## config.mk

```make
export PLATFORM = sky130hd
export DESIGN_NAME = pc_sequencer
export DESIGN_NICKNAME = d
export VERILOG_FILES = /design/src/rtl/pc_seq_pkg.sv /design/src/rtl/ret_addr_stack.sv /design/src/rtl/pc_sequencer.sv
export SDC_FILE = /design/constraint.sdc
export NUM_CORES = 1
export LEC_CHECK = 0
export ABC_AREA = 1
export CORE_UTILIZATION = 45
export DETAILED_ROUTE_END_ITERATION = 7
export PLACE_DENSITY = 0.71
export SKIP_LAST_GASP = 1
export SYNTH_ARGS = -nofsm -noshare
export SYNTH_HDL_FRONTEND = slang
export SYNTH_HIERARCHICAL = 1
export SYNTH_SLANG_ARGS = --single-unit
```

## constraint.sdc

```tcl
create_clock -name clk -period 5.5 [get_ports clk]
set_input_delay 0.825 -clock clk [delete_from_list [all_inputs] [get_ports clk]]
set_output_delay 0.825 -clock clk [all_outputs]
set_load 0.005 [all_outputs]
```

## src/rtl/pc_seq_pkg.sv

```systemverilog
// Shared definitions for the program-counter sequencer: FSM state codes and default widths.
package pc_seq_pkg;

  localparam int unsigned PC_W_DEF     = 16;
  localparam int unsigned RESET_PC_DEF = 0;
  localparam int unsigned CNT_W        = 2;

  localparam logic [1:0] ST_IDLE  = 2'd0;
  localparam logic [1:0] ST_FETCH = 2'd1;
  localparam logic [1:0] ST_FLUSH = 2'd2;

endpackage

```

## src/rtl/ret_addr_stack.sv

```systemverilog
// Circular return-address stack: a push when full overwrites the oldest entry; a pop when empty is ignored.
module ret_addr_stack #(
  parameter int unsigned W     = 16,
  parameter int unsigned DEPTH = 8
) (
  input  logic         clk,
  input  logic         rst,
  input  logic         push,
  input  logic         pop,
  input  logic [W-1:0] din,
  output logic [W-1:0] top_c,
  output logic         full_c,
  output logic         empty_c
);

  localparam int unsigned AW = (DEPTH > 1) ? $clog2(DEPTH) : 1;

  logic [W-1:0]  mem_q [DEPTH];
  logic [AW-1:0] sp_q, sp_d;
  logic [AW:0]   cnt_q, cnt_d;

  assign full_c  = (cnt_q == (AW+1)'(DEPTH));
  assign empty_c = (cnt_q == '0);
  assign top_c   = mem_q[sp_q - AW'(1)];

  always_comb begin
    sp_d  = sp_q;
    cnt_d = cnt_q;
    if (push) begin
      sp_d = sp_q + AW'(1);
      if (!full_c) cnt_d = cnt_q + (AW+1)'(1);
    end else if (pop && !empty_c) begin
      sp_d  = sp_q - AW'(1);
      cnt_d = cnt_q - (AW+1)'(1);
    end
  end

  always_ff @(posedge clk or posedge rst) begin
    if (rst) begin
      sp_q  <= '0;
      cnt_q <= '0;
    end else begin
      sp_q  <= sp_d;
      cnt_q <= cnt_d;
    end
  end

  // Storage needs no reset: the count gates every read.
  always_ff @(posedge clk) begin
    if (push) mem_q[sp_q] <= din;
  end

endmodule

```

## src/rtl/pc_sequencer.sv

```systemverilog
// Program-counter sequencer: fetch handshake, taken-branch redirect with flush bubbles, link value.
// Defining PC_SEQ_RAS_EN adds a return-address stack that supplies return targets.
module pc_sequencer
  import pc_seq_pkg::*;
#(
  parameter int unsigned PC_W      = PC_W_DEF,
  parameter int unsigned RESET_PC  = RESET_PC_DEF,
  parameter int unsigned FLUSH_CYC = 1,
  parameter int unsigned RAS_DEPTH = 8
) (
  input  logic            clk,
  input  logic            rst,
  input  logic            branch,
  input  logic [PC_W-1:0] target,
  input  logic            abs_tgt,
  input  logic            is_call,
  input  logic            is_ret,
  input  logic            stall,
  input  logic            imem_ready,
  output logic [PC_W-1:0] pc,
  output logic            imem_req,
  output logic            flush,
  output logic [PC_W-1:0] ret_addr,
  output logic            ras_err
);

  logic [1:0]       state_q, state_d;
  logic [CNT_W-1:0] cnt_q, cnt_d;
  logic [PC_W-1:0]  pc_q, pc_d, ret_q, ret_d;
  logic             req_q, req_d, flush_q, flush_d, err_q, err_d;
  logic             taken_c, call_c;
  logic [PC_W-1:0]  pc_inc_c, jump_tgt_c, redirect_c;

  assign taken_c    = (state_q == ST_FETCH) & branch & ~stall;
  assign call_c     = taken_c & is_call;
  assign pc_inc_c   = pc_q + PC_W'(1);
  assign jump_tgt_c = abs_tgt ? target : pc_q + target;

`ifdef PC_SEQ_RAS_EN
  logic            ret_c, pop_c, ras_full_c, ras_empty_c;
  logic [PC_W-1:0] ras_top_c;

  // Call wins when both kinds are flagged; an empty stack falls back to the supplied target.
  assign ret_c = taken_c & is_ret & ~is_call;
  assign pop_c = ret_c & ~ras_empty_c;

  ret_addr_stack #(
    .W     (PC_W),
    .DEPTH (RAS_DEPTH)
  ) u_ras (
    .clk     (clk),
    .rst     (rst),
    .push    (call_c),
    .pop     (pop_c),
    .din     (pc_inc_c),
    .top_c   (ras_top_c),
    .full_c  (ras_full_c),
    .empty_c (ras_empty_c)
  );

  assign redirect_c = pop_c ? ras_top_c : jump_tgt_c;
  assign err_d      = err_q | (call_c & ras_full_c) | (ret_c & ras_empty_c);
`else
  logic unused_c;
  assign unused_c   = is_ret | (RAS_DEPTH == 0);
  assign redirect_c = jump_tgt_c;
  assign err_d      = 1'b0;
`endif

  always_comb begin
    state_d = state_q;
    cnt_d   = cnt_q;
    pc_d    = pc_q;
    ret_d   = ret_q;
    flush_d = 1'b0;
    case (state_q)
      ST_IDLE: begin
        if (!stall) state_d = ST_FETCH;
      end
      ST_FETCH: begin
        if (taken_c) begin
          pc_d    = redirect_c;
          flush_d = 1'b1;
          state_d = ST_FLUSH;
          cnt_d   = CNT_W'(FLUSH_CYC - 1);
          if (call_c) ret_d = pc_inc_c;
        end else if (imem_ready && !stall) begin
          pc_d = pc_inc_c;
        end
      end
      ST_FLUSH: begin
        if (!stall) begin
          if (cnt_q == '0) state_d = ST_FETCH;
          else             cnt_d   = cnt_q - CNT_W'(1);
        end
      end
      default: state_d = ST_IDLE;
    endcase
    req_d = (state_d == ST_FETCH);
  end

  always_ff @(posedge clk or posedge rst) begin
    if (rst) begin
      state_q <= ST_IDLE;
      cnt_q   <= '0;
      pc_q    <= PC_W'(RESET_PC);
      ret_q   <= '0;
      req_q   <= 1'b0;
      flush_q <= 1'b0;
      err_q   <= 1'b0;
    end else begin
      state_q <= state_d;
      cnt_q   <= cnt_d;
      pc_q    <= pc_d;
      ret_q   <= ret_d;
      req_q   <= req_d;
      flush_q <= flush_d;
      err_q   <= err_d;
    end
  end

  assign pc       = pc_q;
  assign imem_req = req_q;
  assign flush    = flush_q;
  assign ret_addr = ret_q;
  assign ras_err  = err_q;

endmodule

```

==> results of run 1 <==
-- power by group --
part | switching (mW) | internal, mW
Sequential | 0.151 | 0.402
Combinational | 0.560 | 0.497
Clock | 0.106 | 0.101
-- cells by family (layout without fill, tap and decap cells) --
logic type      count (synthesis)  in the layout  synth area share [%]
xor+xnor                        9              9                 2.795
compound gates                 50             50                 9.680
flops                          38             38                 30.78
other cells                     1              1                0.1214
fa+ha+maj                      18             18                 7.533
buf+inv                        78            131                 10.37
simple gates                  273            273                 38.72
-- per-layer routing --
layer / routed length, µm / vias to the layer above / share of wire (%)
met5: 0 / - / 0
met4: 106 / 0 / 1.3
met3: 313 / 13 / 4.0
met2: 3702 / 76 / 47
met1: 3758 / 1428 / 48
li1: - / 1585 / -
-- worst min-delay path by stage --
stage	cells past startpoint	endpoint	startpoint
global placement	2	ret_addr[2]	ret_addr[2]
floorplan	2	cnt_q[1]	cnt_q[1]
detailed placement	2	ret_addr[14]	ret_addr[14]
global route	2	ret_addr[9]	ret_addr[9]
CTS	2	ret_addr[12]	ret_addr[12]
finish	2	ret_addr[12]	ret_addr[12]
-- cell usage after synthesis, types with 2 or more instances --
cell      count  area [µm²]
or2_2         3       18.77
o21a_1        3       22.52
nor2_1       35       131.4
o211ai_1      4       30.03
clkbuf_1      6       22.52
nor3_1        6       30.03
nand2_2       3       18.77
or2_1         5       31.28
dfrtp_1      38       950.9
nor2_2        2       12.51
nand2_1     157       589.3
inv_2         7       26.28
nand4_1       5       31.28
a21oi_1      21       105.1
nand3_1      46       230.2
o32ai_1       2       17.52
and2_1        2       12.51
xor2_1        5       43.79
o21ai_2       4       35.03
inv_1        59       221.5
o21ai_0      12       60.06
nand3b_1      3       22.52
buf_4         3       22.52
nand3_2       3       30.03
buf_6         2       22.52
xnor2_1       3       26.28
ha_1         17       212.7
-- critical path: stages --
cell	delay [ps]
clkdlybuf4s50_1	510
nor2_4	170
nand2_2	280
inv_2	380
nand2_2	320
inv_2	300
nand3_1	120
o21a_1	120
-- stage by stage --
stage	util, %	area (µm²)
finish	58.14	3776
global route	58.14	3776
CTS	58.14	3776
detailed placement	56.68	3681
global placement	56.68	3681
floorplan	-	3089
-- sequential cells by signal, indices dropped and copies added, names as in the netlist --
name	cells
pc	16
imem_req	1
state_q	2
cnt_q	2
flush	1
ret_addr	16
-- final cells by class --
type	instances	share of cell area (%)
flip-flops and latches	38	25.18
inverters	66	6.561
clock inverters	2	0.3313
multi-input cells	351	48.14
clock buffers	6	2.187
well taps	77	2.551
repair buffers	57	15.04
==> metrics.txt, run 1 <==
Post-CTS Setup Bufs 0; Synth cell types 38; worst path required time approximately 5700 ps; CP Data Arrival Time ~3000 ps; total I/O pin count 59; Avg Cell Area, Syn around 6.6 µm²; Mapped Area ~3000 µm²; gr usage total 22.60%; crit path kind in2reg; Reg area about 950 µm²; most frequent cells in the layout 157 x nand2_1, 59 x inv_1, 56 x clkdlybuf4s50_1, 46 x nand3_1, 38 x dfrtp_1; layout cells sized above 1 ~6.7%; wire per inst ~13 µm; Setup Total Neg Slack 0 ps; IO Port Bufs 56; antenna cells 0; Crit. End Element flop; post-synthesis sequential area ratio about 31%; gr busiest metal met2; outcome finished, violations left; nets@finish roughly 560; Core Rows 29; R2R cell count 10; Max-slew headroom between 40% and 50%; Critical Path Start Type input pin; Max Root-Sink Buffers 2; antenna violations before repair 0; final hold violations 0; r2r startpoint state_q[0]; CTS tree yes; fmax about 350 MHz; reg2reg end ret_addr[8]; Post-DRT Antenna Nets 0; DR vias between 3000 and 4000; most common cell after layout, fill and taps aside nand2_1; cells after synthesis 467; area of the multi-input gates roughly 1800 µm²; Iter 0 DRT Violations 190; Worst Path Max Fanout 22; vias in the first global route roughly 2800; Vias per Instance about 5.2; Routed WL between 7 and 8 mm; Lkg Pwr about 1.9 nW; Async SR Flop Fraction 100.0%; die width around 85 µm; P&R area growth vs syn 22.24%; post-DP HPWL roughly 6.0 mm; Core Region ~6500 µm²; failing checks DRC; cell area power density slightly below 500 nW/µm²; largest net degree at the start of global routing 39; yosys warns 6; GRT overflow 0; Non-Filler Instances approximately 600; worst slew pin tran 767.0 ps; worst min-delay path class reg2reg; Root Buffer clkbuf_8; RSZ-0062 raised after global routing no; worst clock skew 8.419 ps; Filler cells roughly 650; Post-route DRC 6; Max rail drop VDD about 0.00024 V; minimum clock period 2847 ps; RePlAce Congestion roughly 0.94; fin crit share about half; met2 Track Usage GR ~37%; CTS buffer count 5; worst-skew pair later-pin latency 300 ps; chip height between 80 and 90 µm; met3 track demand over resource under 10%; clock-pin slew on the worst setup and hold paths roughly 70 ps; Place WS 2355 ps; reg-to-reg setup timing slack between 3000 and 4000 ps; H-tree levels 2; post-route setup slack approximately 2700 ps; Post-synth EDFFs 0; Pins Over Slew Limit 0; Hold WS ~480 ps; hold_buf cts 0; placed insts 589; full die area ~7000 µm²; post-CTS sizing 0; DR pass1 iterations 7; Power Total around 1.8 mW; Synth Net Count ~510; Main synth FF type dfrtp_1; Yosys reg bits 38; Critical path destination ret_addr[8]; first-pass GRT wire length ~13 mm; M1 GR Usage between 30% and 40%; starting density of the core approximately 48%; Sink Count 38; Max Cap Violations 0; Final setup viols 0; CP Launch Point stall
Power figures use the tool's default switching activity.
==> run 2: changes to the inputs <==
- PLACE_DENSITY: 0.71 -> 0.73
- clock period: 5.5 -> 2.54 ns (I/O delays scaled with it)
==> metrics.txt, run 2 (synthesized netlist as in run 1, its figures left out) <==
failing checks DRC; nets@finish 566 (+0.89%); wire per inst 13.30 µm (+0.72%); outcome finished, violations left; worst min-delay path class in2async; Max rail drop VDD 0.0005515 V (+130%); Pins Over Slew Limit 0 (unchanged); fmax ~470 MHz; worst path required time 2740 ps (-2950 ps); Max Cap Violations 0 (unchanged); combinational share of power 58.5% (+0.3 points); worst-skew pair later-pin latency 300 ps (about the same); Vias per Instance 5.153 (-0.83%); Post-DRT Antenna Nets 0 (unchanged); Design Area, Final 3814 µm² (+0.99%); die width 84.86 µm (unchanged); worst clock skew 7.073 ps (-1.347 ps); full die area 7200 µm² (unchanged); Clk network pwr share 11.4% (about the same); Core Rows 29 (unchanged); Worst Path Max Fanout 4 (-82%); cell area power density 1039 nW/µm² (+120%); GRT overflow 0 (unchanged); P&R area growth vs syn 23.45%; post-CTS sizing 0 (unchanged); IO Port Bufs 56 (unchanged); crit path kind in2reg; Max Root-Sink Buffers 2 (unchanged); starting density of the core 47.56% (unchanged); antenna cells 0 (unchanged); sequential share of power 30.1% (-0.4 points); most frequent cells in the layout 157 x nand2_1, 59 x inv_1, 56 x clkdlybuf4s50_1, 46 x nand3_1, 38 x dfrtp_1; post-DP HPWL 6.167 mm (+3.4%); Post-CTS Setup Bufs 0 (unchanged); fin crit share 83.87%; Final setup viols 0 (unchanged); CP Data Arrival Time 2330 ps (-710 ps); vias in the first global route 2888 (+4.1%); CP max stage cell clkdlybuf4s50_1; critical-path cell list clkdlybuf4s50_1, ha_1, fa_1, nand2_1, nand2_1, nand3_1, nand2_1, or2_2, nand3_1, nand3_1, nand3_1, nand2_1; Max-slew headroom 49.77% (+0.91 points); Setup Total Neg Slack 0 ps (unchanged); Hold WS 479.9 ps (-3.785 ps); Buffers & Inverters on Critical Path 1 (-2); most common cell after layout, fill and taps aside nand2_1; Critical Path Start Type input pin; Core Region 6495 µm² (unchanged); CP top delay family simple AND/OR/NAND/NOR gates; largest net degree at the start of global routing 39 (unchanged); first-pass GRT wire length 13.39 mm (+3.0%); RePlAce Congestion 0.8926 (-5.3%); Crit. End Element flop; CTS buffer count 5 (unchanged); placed cell areas 3719 µm² (+1.0%); Core Util, Final 58.72% (+0.58 points); Net Sw Frac 44.97% (about the same); gr usage total 23.74% (+1.1 points); Lkg Pwr 1.961 nW (+1.2%); CTS tree yes; Net Sw Power 1.781 mW (+120%); Filler cells 648 (-0.15%); chip height 84.86 µm (unchanged); Internal Power 2.180 mW (+120%); minimum clock period ~2100 ps; clock-pin slew on the worst setup and hold paths 80 ps (about the same); H-tree levels 2 (unchanged); Iter 0 DRT Violations 222 (+17%); layout cells sized above 1 7.619% (+0.89 points); DR vias 3102 (unchanged); Sink Count 38 (unchanged); antenna violations before repair 0 (unchanged); worst slew pin tran 753.3 ps (-13.72 ps); DR pass1 iterations 8 (+1); RSZ-0062 raised after global routing no; Routed WL 8.004 mm (+1.6%); total I/O pin count 59 (unchanged); final hold violations 0 (unchanged); Root Buffer clkbuf_8; Critical Path Max Stage Delay 430 ps (-80 ps); hold_buf cts 0 (unchanged); Post-route DRC 5 (-1)
## run 2: per-layer routing
| metal | global-route usage [%] | part of all wire [%] |
|---|---|---|
| met1 | 31.54 | 47 |
| met2 | 38.80 | 48 |
| met3 | 5.058 | 4.6 |
| met4 | 7.704 | 1.3 |
| met5 | 0 | 0 |
## run 2: metrics by stage
stage | power, mW | instances | worst slack (ps)
detailed placement | 3.511 | 594 | 95.79
global placement | 3.449 | 594 | 118.6
CTS | 3.975 | 602 | 411.1
finish | 3.961 | 602 | 409.8
global route | 4.343 | 602 | 258.8
floorplan | 2.591 | 467 | 605.8
## run 2: tightest hold or removal path, stage by stage
cell and delay [ps]:
clkdlybuf4s50_1 390, inv_1 50, buf_4 400
## run 2: layout make-up
type / instances / area [µm²] / share of cell area, %
Timing Repair Buffer: 62 / 605.6 / 15.88
Clock buffer: 6 / 82.58 / 2.165
Multi-Input combinational cell: 351 / 1818 / 47.67
Tap cell: 77 / 96.34 / 2.526
Clock inverter: 2 / 12.51 / 0.3281
Sequential cell: 38 / 950.9 / 24.93
Inverter: 66 / 247.7 / 6.496
## run 2: power groups by stage
stage               logic (mW)  clock network, mW  registers (mW)
global route              2.62              0.495            1.23
finish                    2.32              0.450            1.19
floorplan                 1.45                  0            1.15
CTS                       2.33              0.460            1.19
global placement          2.25                  0            1.19
detailed placement        2.31                  0            1.20
## run 2: worst paths after layout
check | start | to | slack (ps) | depth (start not counted)
min in group clk | ret_addr[4] | ret_addr[4] | 480 | 2
worst min-delay path | rst | pc[8] | 480 | 3
max in group asynchronous | rst | ret_addr[4] | 1720 | 3
worst max register to register | pc[0] | pc[6] | 430 | 11
worst max-delay path | target[0] | pc[6] | 410 | 12
worst min register to register | ret_addr[4] | ret_addr[4] | 480 | 2
